==> src/rtl/mem_access.sv <==
// Memory stage: passes ALU results to writeback, or runs one data-memory
// load/store over a req/gnt/rvalid handshake while holding the pipeline.
module mem_access #(
    parameter int DATA_W = 32,
    parameter int ADDR_W = 11,
    parameter int REG_W  = 5
) (
    input  logic              clk_i,
    input  logic              reset_i,
    input  logic [DATA_W-1:0] data_i,
    input  logic [DATA_W-1:0] st_data_i,
    input  logic              mem_en_i,
    input  logic              mem_wr_i,
    input  logic [ADDR_W-1:0] mem_addr_i,
    input  logic [REG_W-1:0]  wbAddr_i,
    input  logic              wbEnable_i,
    input  logic              displayEn_i,
    output logic              stall_o,
    output logic              dmem_req_o,
    output logic              dmem_we_o,
    output logic [ADDR_W-1:0] dmem_addr_o,
    output logic [DATA_W-1:0] dmem_wdata_o,
    input  logic              dmem_gnt_i,
    input  logic              dmem_rvalid_i,
    input  logic [DATA_W-1:0] dmem_rdata_i,
    output logic [DATA_W-1:0] wb_data_o,
    output logic [REG_W-1:0]  wbAddr_o,
    output logic              wbEnable_o,
    output logic [DATA_W-1:0] disp_o
);

    typedef enum logic [1:0] {
        IDLE = 2'd0,
        REQ  = 2'd1,
        RESP = 2'd2
    } state_e;

    state_e             state_q, state_d;
    logic               req_q, req_d;
    logic               we_q, we_d;
    logic [ADDR_W-1:0]  addr_q, addr_d;
    logic [DATA_W-1:0]  wdata_q, wdata_d;
    logic [REG_W-1:0]   hold_wba_q, hold_wba_d;
    logic               hold_wbe_q, hold_wbe_d;
    logic [DATA_W-1:0]  wb_data_q, wb_data_d;
    logic [REG_W-1:0]   wb_addr_q, wb_addr_d;
    logic               wb_en_q, wb_en_d;
    logic [DATA_W-1:0]  disp_q, disp_d;
    logic               done_s;
    logic               stall_s;

    // State and output registers
    always_ff @(posedge clk_i or posedge reset_i) begin
        if (reset_i) begin
            state_q    <= IDLE;
            req_q      <= 1'b0;
            we_q       <= 1'b0;
            addr_q     <= {ADDR_W{1'b0}};
            wdata_q    <= {DATA_W{1'b0}};
            hold_wba_q <= {REG_W{1'b0}};
            hold_wbe_q <= 1'b0;
            wb_data_q  <= {DATA_W{1'b0}};
            wb_addr_q  <= {REG_W{1'b0}};
            wb_en_q    <= 1'b0;
            disp_q     <= {DATA_W{1'b0}};
        end else begin
            state_q    <= state_d;
            req_q      <= req_d;
            we_q       <= we_d;
            addr_q     <= addr_d;
            wdata_q    <= wdata_d;
            hold_wba_q <= hold_wba_d;
            hold_wbe_q <= hold_wbe_d;
            wb_data_q  <= wb_data_d;
            wb_addr_q  <= wb_addr_d;
            wb_en_q    <= wb_en_d;
            disp_q     <= disp_d;
        end
    end

    // Next-state, handshake and writeback selection
    always_comb begin
        state_d    = state_q;
        req_d      = req_q;
        we_d       = we_q;
        addr_d     = addr_q;
        wdata_d    = wdata_q;
        hold_wba_d = hold_wba_q;
        hold_wbe_d = hold_wbe_q;
        wb_data_d  = wb_data_q;
        wb_addr_d  = wb_addr_q;
        wb_en_d    = 1'b0;
        done_s     = 1'b0;
        stall_s    = 1'b0;

        case (state_q)
            IDLE: begin
                if (mem_en_i) begin
                    req_d      = 1'b1;
                    we_d       = mem_wr_i;
                    addr_d     = mem_addr_i;
                    wdata_d    = st_data_i;
                    hold_wba_d = wbAddr_i;
                    hold_wbe_d = wbEnable_i;
                    state_d    = REQ;
                    stall_s    = 1'b1;
                end else begin
                    wb_data_d = data_i;
                    wb_addr_d = wbAddr_i;
                    wb_en_d   = wbEnable_i & (wbAddr_i != {REG_W{1'b0}});
                end
            end
            REQ: begin
                if (dmem_gnt_i) begin
                    req_d = 1'b0;
                    if (we_q) begin
                        done_s  = 1'b1;
                        state_d = IDLE;
                    end else begin
                        state_d = RESP;
                    end
                end else begin
                    req_d = 1'b1;
                end
                stall_s = ~done_s;
            end
            RESP: begin
                // rvalid only counts here; earlier pulses are not ours
                if (dmem_rvalid_i) begin
                    done_s    = 1'b1;
                    state_d   = IDLE;
                    wb_data_d = dmem_rdata_i;
                    wb_addr_d = hold_wba_q;
                    wb_en_d   = hold_wbe_q & (hold_wba_q != {REG_W{1'b0}});
                end else begin
                    state_d = RESP;
                end
                stall_s = ~done_s;
            end
            default: begin
                state_d = IDLE;
                req_d   = 1'b0;
            end
        endcase

        if (displayEn_i && !stall_s) begin
            disp_d = data_i;
        end else begin
            disp_d = disp_q;
        end
    end

    assign stall_o      = stall_s;
    assign dmem_req_o   = req_q;
    assign dmem_we_o    = we_q;
    assign dmem_addr_o  = addr_q;
    assign dmem_wdata_o = wdata_q;
    assign wb_data_o    = wb_data_q;
    assign wbAddr_o     = wb_addr_q;
    assign wbEnable_o   = wb_en_q;
    assign disp_o       = disp_q;

endmodule

==> config.mk <==
export PLATFORM = sky130hd
export DESIGN_NAME = mem_access
export DESIGN_NICKNAME = d
export VERILOG_FILES = /design/src/rtl/mem_access.sv
export SDC_FILE = /design/constraint.sdc
export NUM_CORES = 1
export LEC_CHECK = 0
export ABC_AREA = 1
export ABC_CLOCK_PERIOD_IN_PS = 5270
export CAP_MARGIN = 30
export CORE_ASPECT_RATIO = 0.6
export CORE_UTILIZATION = 42
export CTS_CLUSTER_DIAMETER = 40
export CTS_CLUSTER_SIZE = 40
export DETAILED_ROUTE_END_ITERATION = 12
export PLACE_DENSITY = 0.92
export SLEW_MARGIN = 20
export SYNTH_ARGS = -nofsm -noshare
export SYNTH_HDL_FRONTEND = slang
export SYNTH_SLANG_ARGS = --single-unit
==> constraint.sdc <==
create_clock -name clk_i -period 5.27 [get_ports clk_i]
set_clock_uncertainty 0.1 [all_clocks]
set_input_delay 1.054 -clock clk_i [delete_from_list [all_inputs] [get_ports clk_i]]
set_output_delay 1.054 -clock clk_i [all_outputs]
set_load 0.03 [all_outputs]
Yosys cells after proc, flatten, opt, wreduce, memory -nomap -nowiden. Index checks and enable logic that the tools add are counted.

Equality and inequality tests: 6. Multiplexer cells: 24. Bitwise logic cells: 5. Reductions and logical operators: 10.

Operators by type and width (count): $mux 32 (2); $pmux 32 s2 (1); $mux 1 (10); $mux 5 (2); $pmux 5 s2 (1); $reduce_bool 5->1 (2); $mux 2 (4); $ne 2x2->1 const B (4); $pmux 1 s3 (2); $pmux 2 s3 (1); $reduce_and 2->1 (3); $not 1->1 (3); $reduce_and 3->1 (1); $and 1x1->1 (2); $eq 2x1->1 const B (1); $eq 2x2->1 const B (1); $logic_not 2->1 (1); $pmux 1 s2 (1); $reduce_bool 2->1 (1); $logic_and 1x1->1 (1); $logic_not 1->1 (1).

Register bits after elaboration: 123. Input bits: 120. Output and inout port bits: 116.

Depth between registers and ports, before layout. Gate-level depths: netlist (run 1).

Depth after elaboration: 7. Gate-level depth with buffers: 8. Depth with buffers taken out: 7.

Worst setup path before layout (run 1). No wires, ideal clock.

Path type: input to output. Start point: input port mem_en_i. End point: output port stall_o. Arrival time: 1818 ps. Setup slack: 2298 ps. Stages: 6. Path through: buf_2 nand2_2 nand2_1 nor2_4 buf_4 inv_1.

Word-level cells in the longest chain between the ends: 2.

RTL lines: start: declaration (RTL line 12) `input logic mem_en_i,`; $mux 1 (RTL line 98) `if (mem_en_i) begin`; $pmux 1 s3 (RTL line 96) `case (state_q)`; end: declaration (RTL line 18) `output logic stall_o,`.

Every way passes these cells.

Worst setup path after layout (run 1).
Start point: input port dmem_rvalid_i. End point: output port stall_o.

Word-level cells in the longest chain between the ends: 4.

RTL lines: start: declaration (RTL line 24) `input logic dmem_rvalid_i,`; $mux 1 (RTL line 129) `if (dmem_rvalid_i) begin`; $mux 1 (RTL line 96); $not 1->1 (RTL line 138) `stall_s = ~done_s;`; $pmux 1 s3 (RTL line 96).

Every way passes these cells. The select of a mux whose other input is x is not followed.

==> reports/metrics.cfg, run 1 <==
[status]
status=finished, final reports clean

[logic_synthesis]
synthXorXnorAreaFrac_pct=0
synth_async_sr_flop_share_pct=100
synthSimpleGateAreaFrac_pct=30.4
syn_avg_cell_area_um2=8.12
netlist_area_um2=5370
yosys.area.top_type_share_pct=57.3
ys_ff_latch=123
synth_cells=661
yosysMostFrequentCell=nand2_1
yosysTopAreaCell=dfrtp_1
synth_cell_types=20
ys_seq_area_share_pct=57.3
synth-compound-area-share_pct=4.57
synth_area_leaders=dfrtp_1, nand2_1, nand3_1
synth_edf_count=0
synth_nets=781
synth_top_family_by_area=simple AND/OR/NAND/NOR gates
synth_common_cells=nand2_1, dfrtp_1, nand3_1
yosysWarnings=0
yosys.area_share.adder_pct=0
synth_ff_type=dfrtp_1
synthMuxAreaShare_pct=0

[grt]
grt_overflow_total=0
track_usage_pct=25.8
grtUsageMet1_pct=34.1
antenna_found_initial=0
met2_usage_pct=41.2
grt.busiest_layer=met2
grt_pass1_vias=4968
grt_pass1_wl_um=25700
grt_start_max_net_pins=75
grtUsageMet3_pct=8.21

[route]
ant_nets=0
first_pass_iters=5
drt-total-wl_um=16600
drt_iter0_drc=237
drc=0
routedWlPerCell_um=15.6
num_vias=5207
via_per_inst=4.91

[floorplan]
die_h_um=89.6
ios=236
die_area_um2=13300
start_util_pct=43.8
core_um2=12300
die_x_um=148
rows=31

[power]
finalPower_uw=5850
ir_drop_v=0.000362
p_leak_uw=0.00413
powerDensity_nw_per_um2=692

[worst_setup_path]
critPathTopFamily=buffers and inverters
slowest_stage=clkdlybuf4s50_1
r2r-start=state_q[0]
cp-end-kind=output port
critPathLaunchType=input port
crit_type=input port to output port
cp-startpoint=dmem_rvalid_i
slowest_delay_ns=0.66
crit_chain=clkdlybuf4s50_1 -> inv_1 -> nand3_1 -> nand2_1 -> nor2_4 -> inv_1 -> clkdlybuf4s50_1
critPathBufInv=4
r2r-end=disp_o[22]
r2r_slack_ns=2.67
required_ns=4.12
path_max_fanout=3
rr_worst_depth=7
cp_data_arrival_time_ns=2.70

[hold_path]
hp-start=dmem_wdata_o[10]
whs_path_depth=2
hold_path_class=flip-flop to flip-flop
holdPathEnd=dmem_wdata_o[10]

[clock_network]
numCtsBuffers=17
path_clk_slew_ns=0.06
htree_levels=4
cts_resized=0
hold_buffers=0
clockBufferDepth=2
post-cts-setup-buffers=0
cts_root_buf=clkbuf_16
cts.sinks=123
clock_latency_ns=0.40
cts_tree=done

[finish]
fin_nets=1003
seq_area_um2=3080
final_cell_count_no_fill=1061
multi_input_area_um2=1890
final_core_util_pct=68.9
syn_to_final_growth_pct=57.3
fillerInstances=989
layout-drive-gt1-share_pct=5.69
diodes=0

[sta]
hold_viol_final=0
period_needed_ns=3.85
rsz0062_at_grt=false
setup_tns_ns=0
setup_ws_ns=1.42
slew_headroom_pct=40.6
setup_viol=0
finalCritPeriodShare_pct=73.1
fmax_ghz=0.260
worstMarginPinSlew_ns=0.887
timing.final.max_slew_violations=0

[place]
placed_cells=1029
gp_congestion=0.833
dpl.hpwl_um=11500
dp_slack_ns=1.42
port_buffers=235

[run]
maxCapViolCount=0

-- cell usage in the layout, fill, tap and decap left out, drive strengths merged --
master           n
nand3           81
o21ai           46
bufinv           4
clkdlybuf4s50  234
nand4            4
and2             1
nor2             9
clkinv           8
inv             49
a21oi            3
dfrtp          123
clkbuf          18
or2              1
nand2          304
buf             10
clkinvlp         1
-- final cells by class --
class / instances / area share (%)
Clock inverter: 14 / 2.31
Sequential cell: 123 / 36.5
Clock buffer: 18 / 5.20
Tap cell: 165 / 2.45
Timing Repair Buffer: 244 / 29.0
Multi-Input combinational cell: 449 / 22.4
Inverter: 48 / 2.16
-- power breakdown --
group	total (µW)	internal (µW)	switching [µW]
Sequential	1670	1400	272
Combinational	2920	1110	1810
Clock	1250	807	445
Total	5850	3320	2520
-- through the flow --
| stage | hold slack [ns] | instance area, µm² |
|---|---|---|
| floorplan | 0.342 | 5370 |
| global placement | 0.354 | 7780 |
| detailed placement | 0.360 | 7810 |
| CTS | 0.373 | 8440 |
| global route | 0.383 | 8440 |
| finish | 0.371 | 8440 |
-- flip-flops by register name, indices dropped and copies added (netlist names), 2 cells and up --
signal,flops
dmem_wdata_o,32
hold_wba_q,5
dmem_addr_o,11
wbAddr_o,5
wb_data_o,32
state_q,2
disp_o,32
-- routing by layer --
metal	share of wire (%)	wire length (µm)
met2	47	7790
met4	0.64	106
met5	0	0
met3	7.7	1280
met1	45	7400
-- logic make-up after synthesis --
group,count (synthesis)
simple gates,400
flops,123
buf+inv,89
compound gates,49
-- worst max path at each step --
stage | end | slack, ns | depth (start not counted)
CTS | stall_o | 1.42 | 7
detailed placement | stall_o | 1.42 | 7
finish | stall_o | 1.42 | 7
floorplan | disp_o[0] | 0.85 | 1
global placement | stall_o | 1.42 | 7
global route | stall_o | 1.32 | 7
-- worst min-delay path, stage by stage (launching register included) --
cell and delay [ns]:
dfrtp_1 0.34, nand2_1 0.05, nand2_1 0.04
(Power assumes the default switching activity.)
==> run 2: changes to the inputs <==
--- a/config.mk
+++ b/config.mk
@@ -6,14 +6,14 @@
 export NUM_CORES = 1
 export LEC_CHECK = 0
 export ABC_AREA = 1
-export ABC_CLOCK_PERIOD_IN_PS = 5270
+export ABC_CLOCK_PERIOD_IN_PS = 3290
 export CAP_MARGIN = 30
 export CORE_ASPECT_RATIO = 0.6
-export CORE_UTILIZATION = 42
+export CORE_UTILIZATION = 38
 export CTS_CLUSTER_DIAMETER = 40
 export CTS_CLUSTER_SIZE = 40
 export DETAILED_ROUTE_END_ITERATION = 12
-export PLACE_DENSITY = 0.92
+export PLACE_DENSITY = 0.89
 export SLEW_MARGIN = 20
 export SYNTH_ARGS = -nofsm -noshare
 export SYNTH_HDL_FRONTEND = slang
==> constraint.sdc (replaced) <==
create_clock -name clk_i -period 3.29 [get_ports clk_i]
set_clock_uncertainty 0.1 [all_clocks]
set_input_delay 0.658 -clock clk_i [delete_from_list [all_inputs] [get_ports clk_i]]
set_output_delay 0.658 -clock clk_i [all_outputs]
set_load 0.03 [all_outputs]
==> reports/metrics.cfg, run 2 (synthesis results as in run 1) <==
[clock_network]
clock_latency_ns=0.39  ; about the same
post-cts-setup-buffers=0  ; unchanged
htree_levels=4  ; unchanged
cts_resized=0  ; unchanged
clockBufferDepth=2  ; unchanged
hold_buffers=0  ; unchanged
numCtsBuffers=17  ; unchanged
cts.sinks=123  ; unchanged
cts_root_buf=clkbuf_16
path_clk_slew_ns=0.06  ; about the same
cts_tree=done

[worst_setup_path]
slowest_delay_ns=0.58  ; -0.08 ns
r2r-start=state_q[0]
slowest_stage=clkdlybuf4s50_1
cp-startpoint=dmem_rvalid_i
cp-end-kind=output port
required_ns=2.53  ; -1.59 ns
crit_chain=clkdlybuf4s50_1 -> inv_1 -> nand3_1 -> nand2_1 -> nor2_4 -> inv_1 -> clkdlybuf4s50_1
critPathBufInv=4  ; unchanged
critPathLaunchType=input port
cp_data_arrival_time_ns=2.33  ; -0.37 ns
critPathTopFamily=buffers and inverters
path_max_fanout=3  ; unchanged
r2r_slack_ns=1.10  ; -1.57 ns
crit_type=input port to output port

[sta]
hold_viol_final=0  ; unchanged
setup_ws_ns=0.205  ; -1.21 ns
fmax_ghz=0.324
slew_headroom_pct=51.5  ; +11 points
rsz0062_at_grt=false
setup_viol=0  ; unchanged
worstMarginPinSlew_ns=0.726  ; -0.161 ns
period_needed_ns=3.09
timing.hold.ws_ns=0.369  ; -0.00253 ns
setup_tns_ns=0  ; unchanged
finalCritPeriodShare_pct=93.8
timing.final.max_slew_violations=0  ; unchanged

[place]
placed_area_um2=7830  ; +0.29%
port_buffers=235  ; unchanged
dp_slack_ns=0.203  ; -1.22 ns
gp_congestion=0.778  ; -6.6%
dpl.hpwl_um=11300  ; -1.1%

[grt]
track_usage_pct=23.1  ; -2.7 points
antenna_found_initial=0  ; unchanged
grt_start_max_net_pins=124  ; +65%
grt_pass1_wl_um=25900  ; +0.89%
grt_pass1_vias=5013  ; +0.91%
grt_overflow_total=0  ; unchanged

[hold_path]
hp-start=dmem_wdata_o[31]
hold_path_class=flip-flop to flip-flop

[floorplan]
die_area_um2=14600  ; +10%
die_h_um=94.1  ; +5.0%
start_util_pct=39.2  ; -4.6 points
rows=33  ; +6.5%
core_um2=13700  ; +12%
ios=236  ; unchanged
die_x_um=155  ; +5.1%

[route]
via_per_inst=4.69  ; -4.5%
first_pass_iters=4  ; -1
drt-total-wl_um=16400  ; -1.2%
drc=0  ; unchanged
ant_nets=0  ; unchanged
routedWlPerCell_um=15.0  ; -3.7%
num_vias=5102  ; -2.0%
drt_iter0_drc=276  ; +16%

[finish]
final_common_cell=nand2_1
fin_nets=1004  ; +0.10%
diodes=0  ; unchanged
design_area_um2=8410  ; -0.34%
fillerInstances=1171  ; +18%
most-common-layout-cells=nand2_1, clkdlybuf4s50_1, dfrtp_1
layout-drive-gt1-share_pct=5.80  ; +0.11 points
syn_to_final_growth_pct=56.8

[power]
powerDensity_nw_per_um2=1080  ; +56%
p_leak_uw=0.00409  ; -1.1%
finalPower_uw=9110  ; +56%
ir_drop_v=0.000511  ; +41%

[run]
maxCapViolCount=0  ; unchanged

[status]
status=finished, final reports clean

==> run 2: worst reg2reg max path, cell delays in order, from the launching register on <==
cell and delay, ns:
dfrtp_1 0.45, nor2_4 0.14, buf_4 0.44, nand2_1 0.22, o21ai_4 0.12, buf_4 0.41
nand2_1 0.15, o21ai_1 0.09
==> run 2: per-layer routing <==
layer | GRT usage, % | up-vias | part of all wire [%]
met5 | 0 | - | 0
met4 | 5.56 | 0 | 0.82
met3 | 6.73 | 14 | 7.3
met2 | 37.7 | 168 | 45
met1 | 30.3 | 2406 | 47
li1 | - | 2514 | -
==> run 2: worst paths after layout <==
check                              endpoint  depth (start not counted)
min in group asynchronous     wb_data_o[27]                          3
setup / recovery                    stall_o                          7
setup reg to reg              wb_data_o[27]                          7
hold / removal             dmem_wdata_o[31]                          2
max in group asynchronous      wb_data_o[5]                          3
hold reg to reg            dmem_wdata_o[31]                          2
==> run 2: layout make-up <==
cell class                 count  area (µm²)  share of cell area, %
tap                          192         240                   2.86
inverter                      48         184                   2.19
sequential                   123        3080                   36.6
multi-input combinational    449        1890                   22.5
clock inverter                12         116                   1.38
timing repair buffer         245        2430                   28.9
clock buffer                  20         467                   5.55
==> run 2: power breakdown <==
group | total, µW | internal (µW) | switching [µW]
Clock | 1790 | 1100 | 683
Combinational | 4660 | 1770 | 2890
Sequential | 2670 | 2240 | 425
==> run 2: metrics by stage <==
step	util [%]	instances
final	61.4	1089
after global routing	61.4	1089
after CTS	61.4	1089
after detailed placement	57.1	1057
after global placement	57.1	1057
after floorplan	-	661
==> RTL edit: new RTL, config.mk and constraints of run 1 <==
The parameter `REG_W` goes from 5 to 10.
--- a/src/rtl/mem_access.sv
+++ b/src/rtl/mem_access.sv
@@ -3,7 +3,7 @@
 module mem_access #(
     parameter int DATA_W = 32,
     parameter int ADDR_W = 11,
-    parameter int REG_W  = 5
+    parameter int REG_W  = 10
 ) (
     input  logic              clk_i,
     input  logic              reset_i,
Ports: changed (resized wbAddr_i and wbAddr_o); port bits go from 236 to 246. The function was not compared with the original's and may differ.
==> RTL edit against run 1 <==
Synthesized area up 5.3%; worst setup slack better by 0.066 ns; wire length up 5.3%; total power up 5.7%; highest routed layer unchanged; critical path type unchanged; final area up 4.7%; critical endpoint unchanged; non-clock buffer count up 11; sequential cell count up 10; combinational power up 7%; first-iteration DRC count up 29%; maximum frequency up 1.8%.
==> RTL edit: results (changes against run 1) <==
| Metric | Value |
|---|---|
| Outcome | finished, final reports clean |
| Switching power | 2630 µW (+4.1%) |
| Top post-synthesis cells by area | dfrtp_1 (59%), nand2_1 (17%), nand3_1 (8.9%) |
| Commonest cells in the netlist | nand2_1 (260), dfrtp_1 (133), nand3_1 (101) |
| Layout filler cell count | 971 (-1.8%) |
| Nets | 1007 (+0.40%) |
| Routed length on met2 | 8180 µm (+5.0%) |
| R2R setup slack | 2.49 ns (-0.18 ns) |
| Global Route Usage Sum | 0.260 (+0.00226) |
| M1 GR Usage | 0.326 (-0.0150) |
| Comb. pwr | 3110 µW (+7%) |
| Mean routed wirelength per cell | 16.4 µm (+5.0%) |
| Routed vias/inst | 5.10 (+3.9%) |
| WL met3 | 1670 µm (+30%) |
| Synth Area in Compound Gates | 0.0726 (+0.0269) |
| Worst-margin pin slew | 0.826 ns (-0.0609 ns) |
| Synth Net Count | 775 (-0.77%) |
| R2R depth | 6 (-1) |
| Post-layout minimum cycle time | 3.79 ns (-0.0664 ns) |
| Hold Startpoint | dmem_req_o |
| Worst Hold Path EP | dmem_req_o |
| Final hold slack | 0.378 ns (+0.00674 ns) |
| Global-route wire length before repair | 27800 µm (+8.1%) |
| Met3 Usage GRT | 0.0915 (+0.00940) |
| Area after DPL | 0.00816 mm² (+4.4%) |
| First DRT Iteration DRCs | 305 (+29%) |
| Leak | 0.00410 µW (-0.75%) |
| M1 WL | 7330 µm (-0.97%) |
| Crit path arrival time | 2.63 ns (-0.07 ns) |
[RTL edit: changes by cell type after synthesis, sizes merged, moves of 8 or more]
cell          run 1  this run
o21a              0        32
a21oi             3        11
o21ai            46        23
dfrtp           123       133
nand2           304       261
inv              48        20
nand3            81       101
nor2              9        24
[RTL edit: worst max-delay path: cells and delay by family]
family,cells,cell delay [ns]
buf+inv,4,1.24
simple gates,3,0.33
[RTL edit: cell families (layout without fill, tap and decap cells)]
family | after synthesis | after routing
buf+inv | 62 | 306
flops | 133 | 133
compound gates | 66 | 66
simple gates | 389 | 389
[RTL edit: stage by stage]
stage / instances / util
after global routing: 1064 / 0.682
after CTS: 1062 / 0.677
final: 1064 / 0.682
after floorplan: 650 / -
after detailed placement: 1031 / 0.629
after global placement: 1031 / 0.629
[RTL edit: area by class of cell]
cell class	instances	area share
flip-flops and latches	133	0.376
multi-input cells	455	0.229
repair buffers	255	0.290
inverters	20	0.00906
well taps	170	0.0241
clock inverters	11	0.0197
clock buffers	20	0.0517
